## src/rtl/switch_node_array.sv

```systemverilog
// switch_node_array
//   Clocked resolver for WIDTH independent NMOS-style nodes. Each node may
//   carry a passive pull-up, N_UP switch-to-vcc devices and N_DOWN
//   switch-to-vss devices. Down devices are ratioed stronger than up devices,
//   so a fight resolves to 0. An undriven node keeps its charge for
//   HOLD_CYCLES cycles and then decays to DECAY_VALUE.
//
// Ports
//   clk          in   1               rising-edge clock
//   rst_n        in   1               synchronous active-low reset
//   up_gate      in   WIDTH*N_UP      gate of up device k of node i at i*N_UP+k
//   down_gate    in   WIDTH*N_DOWN    gate of down device k of node i at i*N_DOWN+k
//   y            out  WIDTH           registered node values
//   driven       out  WIDTH           node was strongly driven or pulled up
//   floating     out  WIDTH           node undriven and still holding charge
//   decayed      out  WIDTH           node undriven past HOLD_CYCLES
//   conflict     out  WIDTH           strong up and strong down both on
//   any_conflict out  1               OR of conflict, registered alongside it
module switch_node_array #(
    parameter int               WIDTH       = 8,
    parameter int               N_UP        = 2,
    parameter int               N_DOWN      = 2,
    parameter logic [WIDTH-1:0] PULLUP      = {WIDTH{1'b1}},
    parameter int               HOLD_CYCLES = 4,
    parameter logic             DECAY_VALUE = 1'b0,
    parameter logic [WIDTH-1:0] RESET_VALUE = {WIDTH{1'b0}}
) (
    input  logic                     clk,
    input  logic                     rst_n,
    input  logic [WIDTH*N_UP-1:0]    up_gate,
    input  logic [WIDTH*N_DOWN-1:0]  down_gate,
    output logic [WIDTH-1:0]         y,
    output logic [WIDTH-1:0]         driven,
    output logic [WIDTH-1:0]         floating,
    output logic [WIDTH-1:0]         decayed,
    output logic [WIDTH-1:0]         conflict,
    output logic                     any_conflict
);

    // A zero hold time still needs a one-bit counter to exist.
    localparam int CW = (HOLD_CYCLES > 0) ? $clog2(HOLD_CYCLES + 1) : 1;
    localparam logic [CW-1:0] HOLD_LIMIT = CW'(HOLD_CYCLES);

    logic [WIDTH-1:0] y_reg,        y_next;
    logic [WIDTH-1:0] driven_reg,   driven_next;
    logic [WIDTH-1:0] floating_reg, floating_next;
    logic [WIDTH-1:0] decayed_reg,  decayed_next;
    logic [WIDTH-1:0] conflict_reg, conflict_next;
    logic             any_conflict_reg;

    genvar gi;
    generate
        for (gi = 0; gi < WIDTH; gi++) begin : g_node
            logic          sd, su, wu;
            logic [CW-1:0] count_reg, count_next;
            logic          y_n, drv_n, flt_n, dec_n, con_n;

            assign sd = |down_gate[gi*N_DOWN +: N_DOWN];
            assign su = |up_gate[gi*N_UP +: N_UP];
            assign wu = PULLUP[gi];

            always_comb begin
                count_next = count_reg;
                y_n        = y_reg[gi];
                drv_n      = 1'b0;
                flt_n      = 1'b0;
                dec_n      = 1'b0;
                con_n      = 1'b0;
                if (sd || su || wu) begin
                    // Any down device wins; otherwise strong up or pull-up gives 1.
                    drv_n      = 1'b1;
                    y_n        = ~sd;
                    con_n      = sd & su;
                    count_next = '0;
                end else if (count_reg < HOLD_LIMIT) begin
                    // Charge retained: y keeps its previous value.
                    flt_n      = 1'b1;
                    count_next = count_reg + 1'b1;
                end else begin
                    // Charge gone; counter stays saturated at the limit.
                    dec_n = 1'b1;
                    y_n   = DECAY_VALUE;
                end
            end

            always_ff @(posedge clk) begin
                if (!rst_n) begin
                    count_reg <= '0;
                end else begin
                    count_reg <= count_next;
                end
            end

            assign y_next[gi]        = y_n;
            assign driven_next[gi]   = drv_n;
            assign floating_next[gi] = flt_n;
            assign decayed_next[gi]  = dec_n;
            assign conflict_next[gi] = con_n;
        end
    endgenerate

    // During reset a pulled-up node reports no flag at all; a node without
    // a pull-up reports floating since it will hold RESET_VALUE as charge.
    always_ff @(posedge clk) begin
        if (!rst_n) begin
            y_reg            <= RESET_VALUE;
            driven_reg       <= '0;
            floating_reg     <= ~PULLUP;
            decayed_reg      <= '0;
            conflict_reg     <= '0;
            any_conflict_reg <= 1'b0;
        end else begin
            y_reg            <= y_next;
            driven_reg       <= driven_next;
            floating_reg     <= floating_next;
            decayed_reg      <= decayed_next;
            conflict_reg     <= conflict_next;
            any_conflict_reg <= |conflict_next;
        end
    end

    assign y            = y_reg;
    assign driven       = driven_reg;
    assign floating     = floating_reg;
    assign decayed      = decayed_reg;
    assign conflict     = conflict_reg;
    assign any_conflict = any_conflict_reg;

endmodule

```

## config.mk

```make
export PLATFORM = sky130hd
export DESIGN_NAME = switch_node_array
export DESIGN_NICKNAME = d
export VERILOG_FILES = /design/src/rtl/switch_node_array.sv
export SDC_FILE = /design/constraint.sdc
export NUM_CORES = 1
export LEC_CHECK = 0
export ABC_AREA = 1
export BUFFER_PORTS_ARGS = -buffer_cell sky130_fd_sc_hd__buf_2
export CAP_MARGIN = 20
export CORE_AREA = 2 2 42 59
export CTS_BUF_LIST = sky130_fd_sc_hd__clkbuf_4
export CTS_CLUSTER_SIZE = 40
export DETAILED_ROUTE_END_ITERATION = 10
export DIE_AREA = 0 0 44 61
export GPL_TIMING_DRIVEN = 1
export PLACE_DENSITY_LB_ADDON = 0.15
export SLEW_MARGIN = 20
export SYNTH_ARGS = -nofsm -noshare
export SYNTH_HDL_FRONTEND = slang
export SYNTH_SLANG_ARGS = --single-unit
```

## constraint.sdc

```tcl
create_clock -name clk -period 0.9 [get_ports clk]
set_input_delay 0.135 -clock clk [delete_from_list [all_inputs] [get_ports clk]]
set_output_delay 0.135 -clock clk [all_outputs]
set_load 0.05 [all_outputs]
```

# --- Word-level counts from Yosys, hierarchy flattened ---
# Index checks and enable logic that the tools add are counted.
totals:
  latchBits: 0
  word_cells: 38
  reg_bits: 25
  mem_bits_rw: 0
  romBits: 0
  input_bits: 34
  memories: 0
classes:
  add_sub_neg: 0
  muxes: 1
  bitwise_logic: 16
  div: 0
  n_eq_ne: 0
  n_mul: 0
  n_shift: 0
  n_reduce_logical: 17
  magnitude_cmp: 0
ops:
  columns: ["operator", "count"]
  rows:
  - ["2-bit OR reduction", 16]
  - ["1-bit bitwise AND", 8]
  - ["8-bit 2-to-1 mux", 1]
  - ["1-bit NOT", 8]
  - ["8-bit OR reduction", 1]

# --- Logic depth before layout (Yosys ltp) ---
# Gate-level depths: netlist of the first run.
logic_depth:
  ltp_word: 3
  ltp_mapped: 6
  mapped_depth_nobuf: 6

# --- Least setup slack after synthesis of the first run ---
# OpenSTA, ideal clock, no wires.
synth_path:
  path_kind: "register to output"
  from: "reg driven[6] (netlist name)"
  to: "out driven[1]"
  t_arrival_ns: 1.013
  slack_ns: -0.248
  stages_incl_launch_ff: 2
  t_required_ns: 0.765
  n_path_buf: 1
  cell_sequence: "dfxtp_1 buf_4"
synth_rtl:
  columns: ["element", "line", "source"]
  rows:
  - ["end: declaration", "33", "output logic [WIDTH-1:0] driven,"]

==> results of run 1 <==
worst min path at each step:
stage / endpoint / slack (ps) / from
floorplan: driven[6] / 160 / rst_n
global placement: driven[6] / 260 / rst_n
detailed placement: driven[6] / 270 / rst_n
CTS: y[5] / 70 / down_gate[10]
global route: y[5] / 70 / down_gate[10]
finish: y[2] / 80 / down_gate[5]
placed cells by master (no fill, tap or decap):
cell type and count:
sky130_fd_sc_hd__a21oi_1 1, sky130_fd_sc_hd__buf_2 33, sky130_fd_sc_hd__buf_4 8, sky130_fd_sc_hd__buf_6 6, sky130_fd_sc_hd__buf_8 11, sky130_fd_sc_hd__clkbuf_4 4, sky130_fd_sc_hd__conb_1 16, sky130_fd_sc_hd__dfxtp_2 17
sky130_fd_sc_hd__dfxtp_4 1, sky130_fd_sc_hd__dlygate4sd3_1 1, sky130_fd_sc_hd__inv_1 30, sky130_fd_sc_hd__inv_2 1, sky130_fd_sc_hd__nand2_1 20, sky130_fd_sc_hd__nand2_2 6, sky130_fd_sc_hd__nor2_1 18, sky130_fd_sc_hd__o21ai_2 1
per-stage QoR:
step / util, % / cells / hold WS [ps]
finish: 59.5 / 196 / 75.3
global route: 59.5 / 196 / 69.8
CTS: 58.8 / 196 / 70.6
detailed placement: 48.9 / 191 / 273
global placement: 48.9 / 191 / 265
floorplan: - / 135 / 163
area by class of cell:
type                            instances  area (um2)
Multi-Input combinational cell         62         254
Inverter                               31         116
Fill cell                             196         871
Sequential cell                        18         385
Timing Repair Buffer                   59         468
Clock buffer                            4        30.0
Tap cell                               22        27.5
repair_timing:
action / CTS / global route
resized for setup: 66 / 4
gates cloned: 0 / 0
endpoints found under the setup margin: 25 / 25
hold buffers: 1 / 0
endpoints found under the hold margin: 1 / 0
cell families (layout without fill, tap and decap cells):
kind of cell    after synthesis  count (layout)  share of synthesized area (%)
other cells                   1              16                          0.440
buf+inv                      55              94                           34.5
compound gates                2               2                           1.61
flops                        18              18                           42.3
simple gates                 44              44                           21.1
power by group:
group	internal, uW	total (uW)	switching (uW)
clock	202	433	231
sequential	848	875	27.5
combinational	213	684	471
total	1260	1990	730
layer usage:
layer | vias to the layer above | share of wire (%) | wire [um] | global-route usage, %
li1 | 400 | - | - | -
met1 | 328 | 28 | 458 | 11.1
met2 | 48 | 58 | 943 | 23.9
met3 | 2 | 12 | 204 | 1.19
met4 | 0 | 1.7 | 27 | 9.09
met5 | - | 0 | 0 | 0
==> impl_metrics.toml, run 1 <==
[finish]
num_antenna_cells = 0
final_layout_size_suffix_gt1_share_pct = 50.6
layout.cell_area.non_filler_um2 = 1280
syn2layout_area_growth_pct = 50.4
number_of_nets_in_the_layout = 209

[clock_tree]
clock_tree_from_tritoncts = "yes"
cts_setup_buffers = 0
cts.htree.levels = 1
numCtsBuffers = 3
cts_root_buf = "sky130_fd_sc_hd__clkbuf_4"
clk_pin_slew_worst_paths_ps = 100
largest_buffer_count_on_any_clock_path = 2
clkSinkCount = 18

[global_route]
first_pass_grt_wire_length_um = 2380
overflow = 0
via_count_of_the_first_global_routing_pass = 627
antenna_found_initial = 0
grt_start_max_net_pins = 18
gr_util_all_layers_pct = 12.2

[synth]
count_of_flip_flops_with_a_built_in_enable_after_synthesis = 0
synth_commonest_cells = "sky130_fd_sc_hd__inv_1, sky130_fd_sc_hd__buf_4, sky130_fd_sc_hd__nand2_1"
synth_ff_type = "sky130_fd_sc_hd__dfxtp_1"
synth_sequential_area_ratio_pct = 42.3
ys_types = 11
synthMostInstantiatedCell = "sky130_fd_sc_hd__inv_1"
synth.area.top_cells = "sky130_fd_sc_hd__dfxtp_1, sky130_fd_sc_hd__buf_4, sky130_fd_sc_hd__inv_1, sky130_fd_sc_hd__nand2_1, sky130_fd_sc_hd__nor2_1"
synth_seq_cells = 18
synth_area_um2 = 852
yosysTopAreaCell = "sky130_fd_sc_hd__dfxtp_1"
synth.top_cell.area_share_pct = 42.3
syn_area_per_cell_um2 = 7.10
syn_inst = 120
asyncSetResetFlopFracSynth_pct = 0
ys_warn_count = 0

[timing]
final.setup.tns_ps = -964
period_minus_slack_ps = 1020
rsz_0062_raised_after_global_routing = "true"
setup_violations = 17
layout_setup_ws_ps = -120
final_max_slew_viol_count = 0
fmax_mhz = 981
hold_viol_final = 0
final_min_period_over_clock_period_pct = 113

[floorplanning]
die_w_um = 44
core.rowCount = 20
core_area_um2 = 2150
die_h_um = 61
boundaryPins = 75
floorplan.initialDensity_pct = 39.6
die_area_um2 = 2680

[setup_path]
critical_path.endpoint_type = "output pin"
worstPathCellList = "buf_4"
critical-path-top-delay-family = "flip-flops"
critical-path-slowest-cell = "sky130_fd_sc_hd__dfxtp_4"
crit_cells = 1
cp.arrival_ps = 880
required_ps = 760
worstSetupStartpoint = "driven[6]"
highest_cell_delay_on_the_worst_timing_path_ps = 390
cp-endpoint = "driven[2]"
worst_setup_path_start_kind = "flip-flop"
crit_fanout = 8
path_buf_inv = 1
setup.worst_path.class = "reg -> out"

[outcome]
failing_checks = "setup timing"
status = "complete, but fails checks"

[detailed_routing]
number_of_vias_per_cell_after_detailed_routing = 3.97
detail_route.wirelength_um = 1630
post-route-drc-count = 0
detail-route-antenna-nets = 0
dr.first_iter.drc_count = 5
wl_per_cell_um = 8.33
via_count = 778
drtPass1Iterations = 2

[power_and_ir_drop]
cellPowerDensity_nw_per_um2 = 1560
irDropWorstVdd_uv = 798
report.power.total_uw = 1990
power.leakage_uw = 0.000790

[placement]
place_congestion = 0.659
port-buffer-count = 58
postPlaceCellArea_um2 = 1050
preCtsSetupSlack_ps = 86.0
dp.final_hpwl_um = 1260

[worst_hold_path]
hold_wc_path_type = "in -> reg"
min_path_cells = 4

[run]
maxCapViolations = 0
(Power assumes the default switching activity.)
==> run 2, diff against run 1 <==
CAP_MARGIN = default   (was 20)
RECOVER_POWER = 100   (was default)
==> impl_metrics.toml, run 2 (synthesized netlist as in run 1, its figures left out) <==
[outcome]
status = "complete, but fails checks"
failing_checks = "setup timing"

[finish]
number_of_nets_in_the_layout = 209
layout.cell_area.non_filler_um2 = 1280
final_cell_count_no_fill = 196
layout_common_cells = "sky130_fd_sc_hd__buf_2, sky130_fd_sc_hd__inv_1, sky130_fd_sc_hd__nand2_1"
final_layout_size_suffix_gt1_share_pct = 50.0
mostFrequentLayoutCell = "sky130_fd_sc_hd__buf_2"
num_antenna_cells = 0
final.fill_count = 196
syn2layout_area_growth_pct = 50.4

[detailed_routing]
wl_per_cell_um = 8.33
drtPass1Iterations = 2
post-route-drc-count = 0
dr.first_iter.drc_count = 5
detail_route.wirelength_um = 1630
detail-route-antenna-nets = 0
number_of_vias_per_cell_after_detailed_routing = 3.97
via_count = 779

[clock_tree]
cts.htree.levels = 1
largest_buffer_count_on_any_clock_path = 2
cts_root_buf = "sky130_fd_sc_hd__clkbuf_4"
numCtsBuffers = 3
cts_setup_buffers = 0
clk_pin_slew_worst_paths_ps = 100
clock_tree_from_tritoncts = "yes"
clkSinkCount = 18

[floorplanning]
die_area_um2 = 2680
die_w_um = 44
boundaryPins = 75
core.rowCount = 20
core_area_um2 = 2150
die_h_um = 61
floorplan.initialDensity_pct = 39.6

[setup_path]
setup.worst_path.class = "reg -> out"
cp.arrival_ps = 880
required_ps = 760
critical_path.endpoint_type = "output pin"
worst_setup_path_start_kind = "flip-flop"
critical-path-slowest-cell = "sky130_fd_sc_hd__dfxtp_4"
critical-path-top-delay-family = "flip-flops"
worstPathCellList = "buf_4"
highest_cell_delay_on_the_worst_timing_path_ps = 390
crit_fanout = 8
path_buf_inv = 1

[timing]
final_max_slew_viol_count = 0
worst-slew-pin-transition_ps = 504
setup_violations = 17
final_min_period_over_clock_period_pct = 113
period_minus_slack_ps = 1020
max-slew-margin-rel_pct = 66.4
final.setup.tns_ps = -964
fmax_mhz = 981
rsz_0062_raised_after_global_routing = "true"
hold_viol_final = 0
layout_setup_ws_ps = -120

[worst_hold_path]
hold_wc_path_type = "in -> reg"

[placement]
place_congestion = 0.659
preCtsSetupSlack_ps = 86.0
postPlaceCellArea_um2 = 1050
port-buffer-count = 58
number_of_instances_in_the_placed_design = 191
dp.final_hpwl_um = 1260

[global_route]
gr_util_all_layers_pct = 12.2
grt_start_max_net_pins = 18
via_count_of_the_first_global_routing_pass = 627
overflow = 0
first_pass_grt_wire_length_um = 2380
antenna_found_initial = 0

[power_and_ir_drop]
power.leakage_uw = 0.000791
cellPowerDensity_nw_per_um2 = 1550
irDropWorstVdd_uv = 798

[run]
maxCapViolations = 0
[run 2: final timing paths]
path / start / end / cells after the start
worst max-delay path: driven[6] / driven[2] / 1
worst min-delay path: down_gate[5] / y[2] / 4
[run 2: through the flow]
stage	util (%)	hold WS, ps	power, uW
floorplan	-	163	1410
global placement	48.9	265	1460
global route	59.5	69.8	2100
CTS	58.8	70.6	2000
finish	59.5	75.3	1990
detailed placement	48.9	273	1470
[run 2: tightest hold or removal path, delay by kind of cell]
kind | cells | cell delay [ps]
buffers and inverters | 2 | 110
AND/OR/NAND/NOR | 2 | 90
[run 2: report_power, final]
| group | switching [uW] | internal, uW | total [uW] |
|---|---|---|---|
| logic | 471 | 213 | 684 |
| registers | 27.5 | 848 | 875 |
| clock network | 231 | 202 | 433 |
[run 2: timing repair]
item / in CTS / in global routing
endpoints found under the hold margin: 1 / 0
setup endpoints to repair: 25 / 25
gates resized for setup: 66 / 4
cloned: 0 / 0
pin swaps: 0 / 0
hold buffers: 1 / 0
[run 2: layout make-up]
type | count | area, um2 | share of cell area [%]
flip-flops and latches | 18 | 385 | 30.1
repair buffers | 59 | 468 | 36.5
inverters | 31 | 116 | 9.08
multi-input cells | 62 | 254 | 19.8
well taps | 22 | 27.5 | 2.15
clock buffers | 4 | 30.0 | 2.34
[run 2: layer usage]
| layer | vias to the layer above | part of all wire [%] | track usage, % |
|---|---|---|---|
| li1 | 400 | - | - |
| met1 | 329 | 28 | 11.1 |
| met2 | 48 | 58 | 23.9 |
| met3 | 2 | 13 | 1.19 |
| met4 | 0 | 1.7 | 9.09 |
| met5 | - | 0 | 0 |
==> run 3, diff against run 2 <==
==> constraint.sdc (replaced) <==
create_clock -name clk -period 0.9 [get_ports clk]
set_input_delay 0 -clock clk [delete_from_list [all_inputs] [get_ports clk]]
set_output_delay 0 -clock clk [all_outputs]
set_load 0.05 [all_outputs]
==> impl_metrics.toml, run 3 (synthesized netlist as in run 1, its figures left out) <==
[timing]
final_min_period_over_clock_period_pct = 98.4
fmax_mhz = 1130
setup_violations = 0
hold_viol_final = 0
layout_setup_ws_ps = 14.8
rsz_0062_raised_after_global_routing = "true"
final_max_slew_viol_count = 0
final.setup.tns_ps = 0
fin_worst_hold_slack_ps = 18.2
period_minus_slack_ps = 885

[setup_path]
worst_setup_path_start_kind = "flip-flop"
crit_fanout = 8
crit_cells = 1
setup.worst_path.class = "reg -> out"
cp-endpoint = "driven[0]"
critical_path.endpoint_type = "output pin"
cp.arrival_ps = 890
critical-path-top-delay-family = "flip-flops"
required_ps = 900
worstPathCellList = "buf_6"
path_buf_inv = 1
worstSetupStartpoint = "driven[6]"
critical-path-slowest-cell = "sky130_fd_sc_hd__dfxtp_4"
highest_cell_delay_on_the_worst_timing_path_ps = 430

[floorplanning]
die_h_um = 61
core.rowCount = 20
die_area_um2 = 2680
boundaryPins = 75
die_w_um = 44
core_area_um2 = 2150
floorplan.initialDensity_pct = 39.6

[worst_hold_path]
hold_wc_path_type = "in -> reg"

[detailed_routing]
detail-route-antenna-nets = 0
dr.first_iter.drc_count = 11
drtPass1Iterations = 4
detail_route.wirelength_um = 1910
wl_per_cell_um = 8.91
number_of_vias_per_cell_after_detailed_routing = 3.93
via_count = 842
post-route-drc-count = 0

[clock_tree]
clock_tree_from_tritoncts = "yes"
clkSinkCount = 18
cts.htree.levels = 1
largest_buffer_count_on_any_clock_path = 2
cts_root_buf = "sky130_fd_sc_hd__clkbuf_4"
numCtsBuffers = 3
clk_pin_slew_worst_paths_ps = 90

[placement]
port-buffer-count = 58
preCtsSetupSlack_ps = 251
place_congestion = 0.642
dp.final_hpwl_um = 1240

[global_route]
grt_start_max_net_pins = 18
first_pass_grt_wire_length_um = 2780
gr_util_all_layers_pct = 14.4
overflow = 0
via_count_of_the_first_global_routing_pass = 775
antenna_found_initial = 0

[finish]
number_of_nets_in_the_layout = 227
layout_common_cells = "sky130_fd_sc_hd__buf_2, sky130_fd_sc_hd__inv_1, sky130_fd_sc_hd__dlygate4sd3_1"
final_layout_size_suffix_gt1_share_pct = 45.3
final.fill_count = 197
syn2layout_area_growth_pct = 60.8
mostFrequentLayoutCell = "sky130_fd_sc_hd__buf_2"
num_antenna_cells = 0

[power_and_ir_drop]
power.leakage_uw = 0.000832
irDropWorstVdd_uv = 754
cellPowerDensity_nw_per_um2 = 1440

[run]
maxCapViolations = 0

[outcome]
status = "finished, final reports clean"
run 3: changes by cell type in the layout (fill, tap and decap cells not counted), sizes merged:
cell,delta
dlygate4sd3,+17
buf,-10
clkbuf,+9
clkinv,+1
dlymetal6s4s,+1
run 3: metal layers:
layer	part of all wire, %	up-vias	track usage (%)	routed length [um]
li1	-	433	-	-
met1	30	362	10.9	573
met2	58	45	30.7	1110
met3	10	2	2.68	198
met4	1.0	0	9.09	19
met5	0	-	0	0
run 3: layout make-up:
| type | instances | area [um2] | area share [%] |
|---|---|---|---|
| Tap cell | 22 | 27.5 | 2.01 |
| Clock inverter | 1 | 3.75 | 0.274 |
| Clock buffer | 3 | 22.5 | 1.64 |
| Multi-Input combinational cell | 62 | 279 | 20.4 |
| Sequential cell | 18 | 364 | 26.6 |
| Timing Repair Buffer | 77 | 557 | 40.6 |
| Inverter | 31 | 116 | 8.49 |
run 3: where the power goes:
| part | leakage (uW) | internal, uW | total [uW] | switching, uW |
|---|---|---|---|---|
| Clock | 0.0000154 | 161 | 397 | 236 |
| Sequential | 0.000150 | 839 | 855 | 16.2 |
| Combinational | 0.000667 | 224 | 721 | 497 |
| Total | 0.000832 | 1220 | 1970 | 749 |
run 3: timing repair:
item / 4_1_cts / 5_1_grt
buffers inserted: 0 / 1
gates resized for setup: 0 / 53
pin swaps: 0 / 9
gates cloned: 0 / 0
hold buffers: 19 / 0
setup endpoints to repair: 8 / 19
hold endpoints to repair: 10 / 0
run 3: through the flow:
stage | instance area, um2 | std cells | utilization, % | power [uW]
2_1_floorplan | 910 | 135 | - | 1410
3_3_place_gp | 1050 | 191 | 48.8 | 1470
3_5_place_dp | 1050 | 191 | 48.8 | 1470
4_1_cts | 1270 | 214 | 58.8 | 1930
5_1_grt | 1370 | 214 | 63.7 | 2080
6_report | 1370 | 214 | 63.7 | 1970
run 3: how the worst min path moves through the flow:
stage / startpoint / endpoint / slack, ps / depth (start not counted)
after detailed placement: rst_n / driven[6] / 130 / 1
after global routing: up_gate[3] / conflict[1] / 40 / 5
final: up_gate[15] / conflict[7] / 20 / 5
after global placement: rst_n / driven[6] / 130 / 1
after CTS: up_gate[5] / conflict[2] / 8 / 5
after floorplan: rst_n / driven[6] / 30 / 0
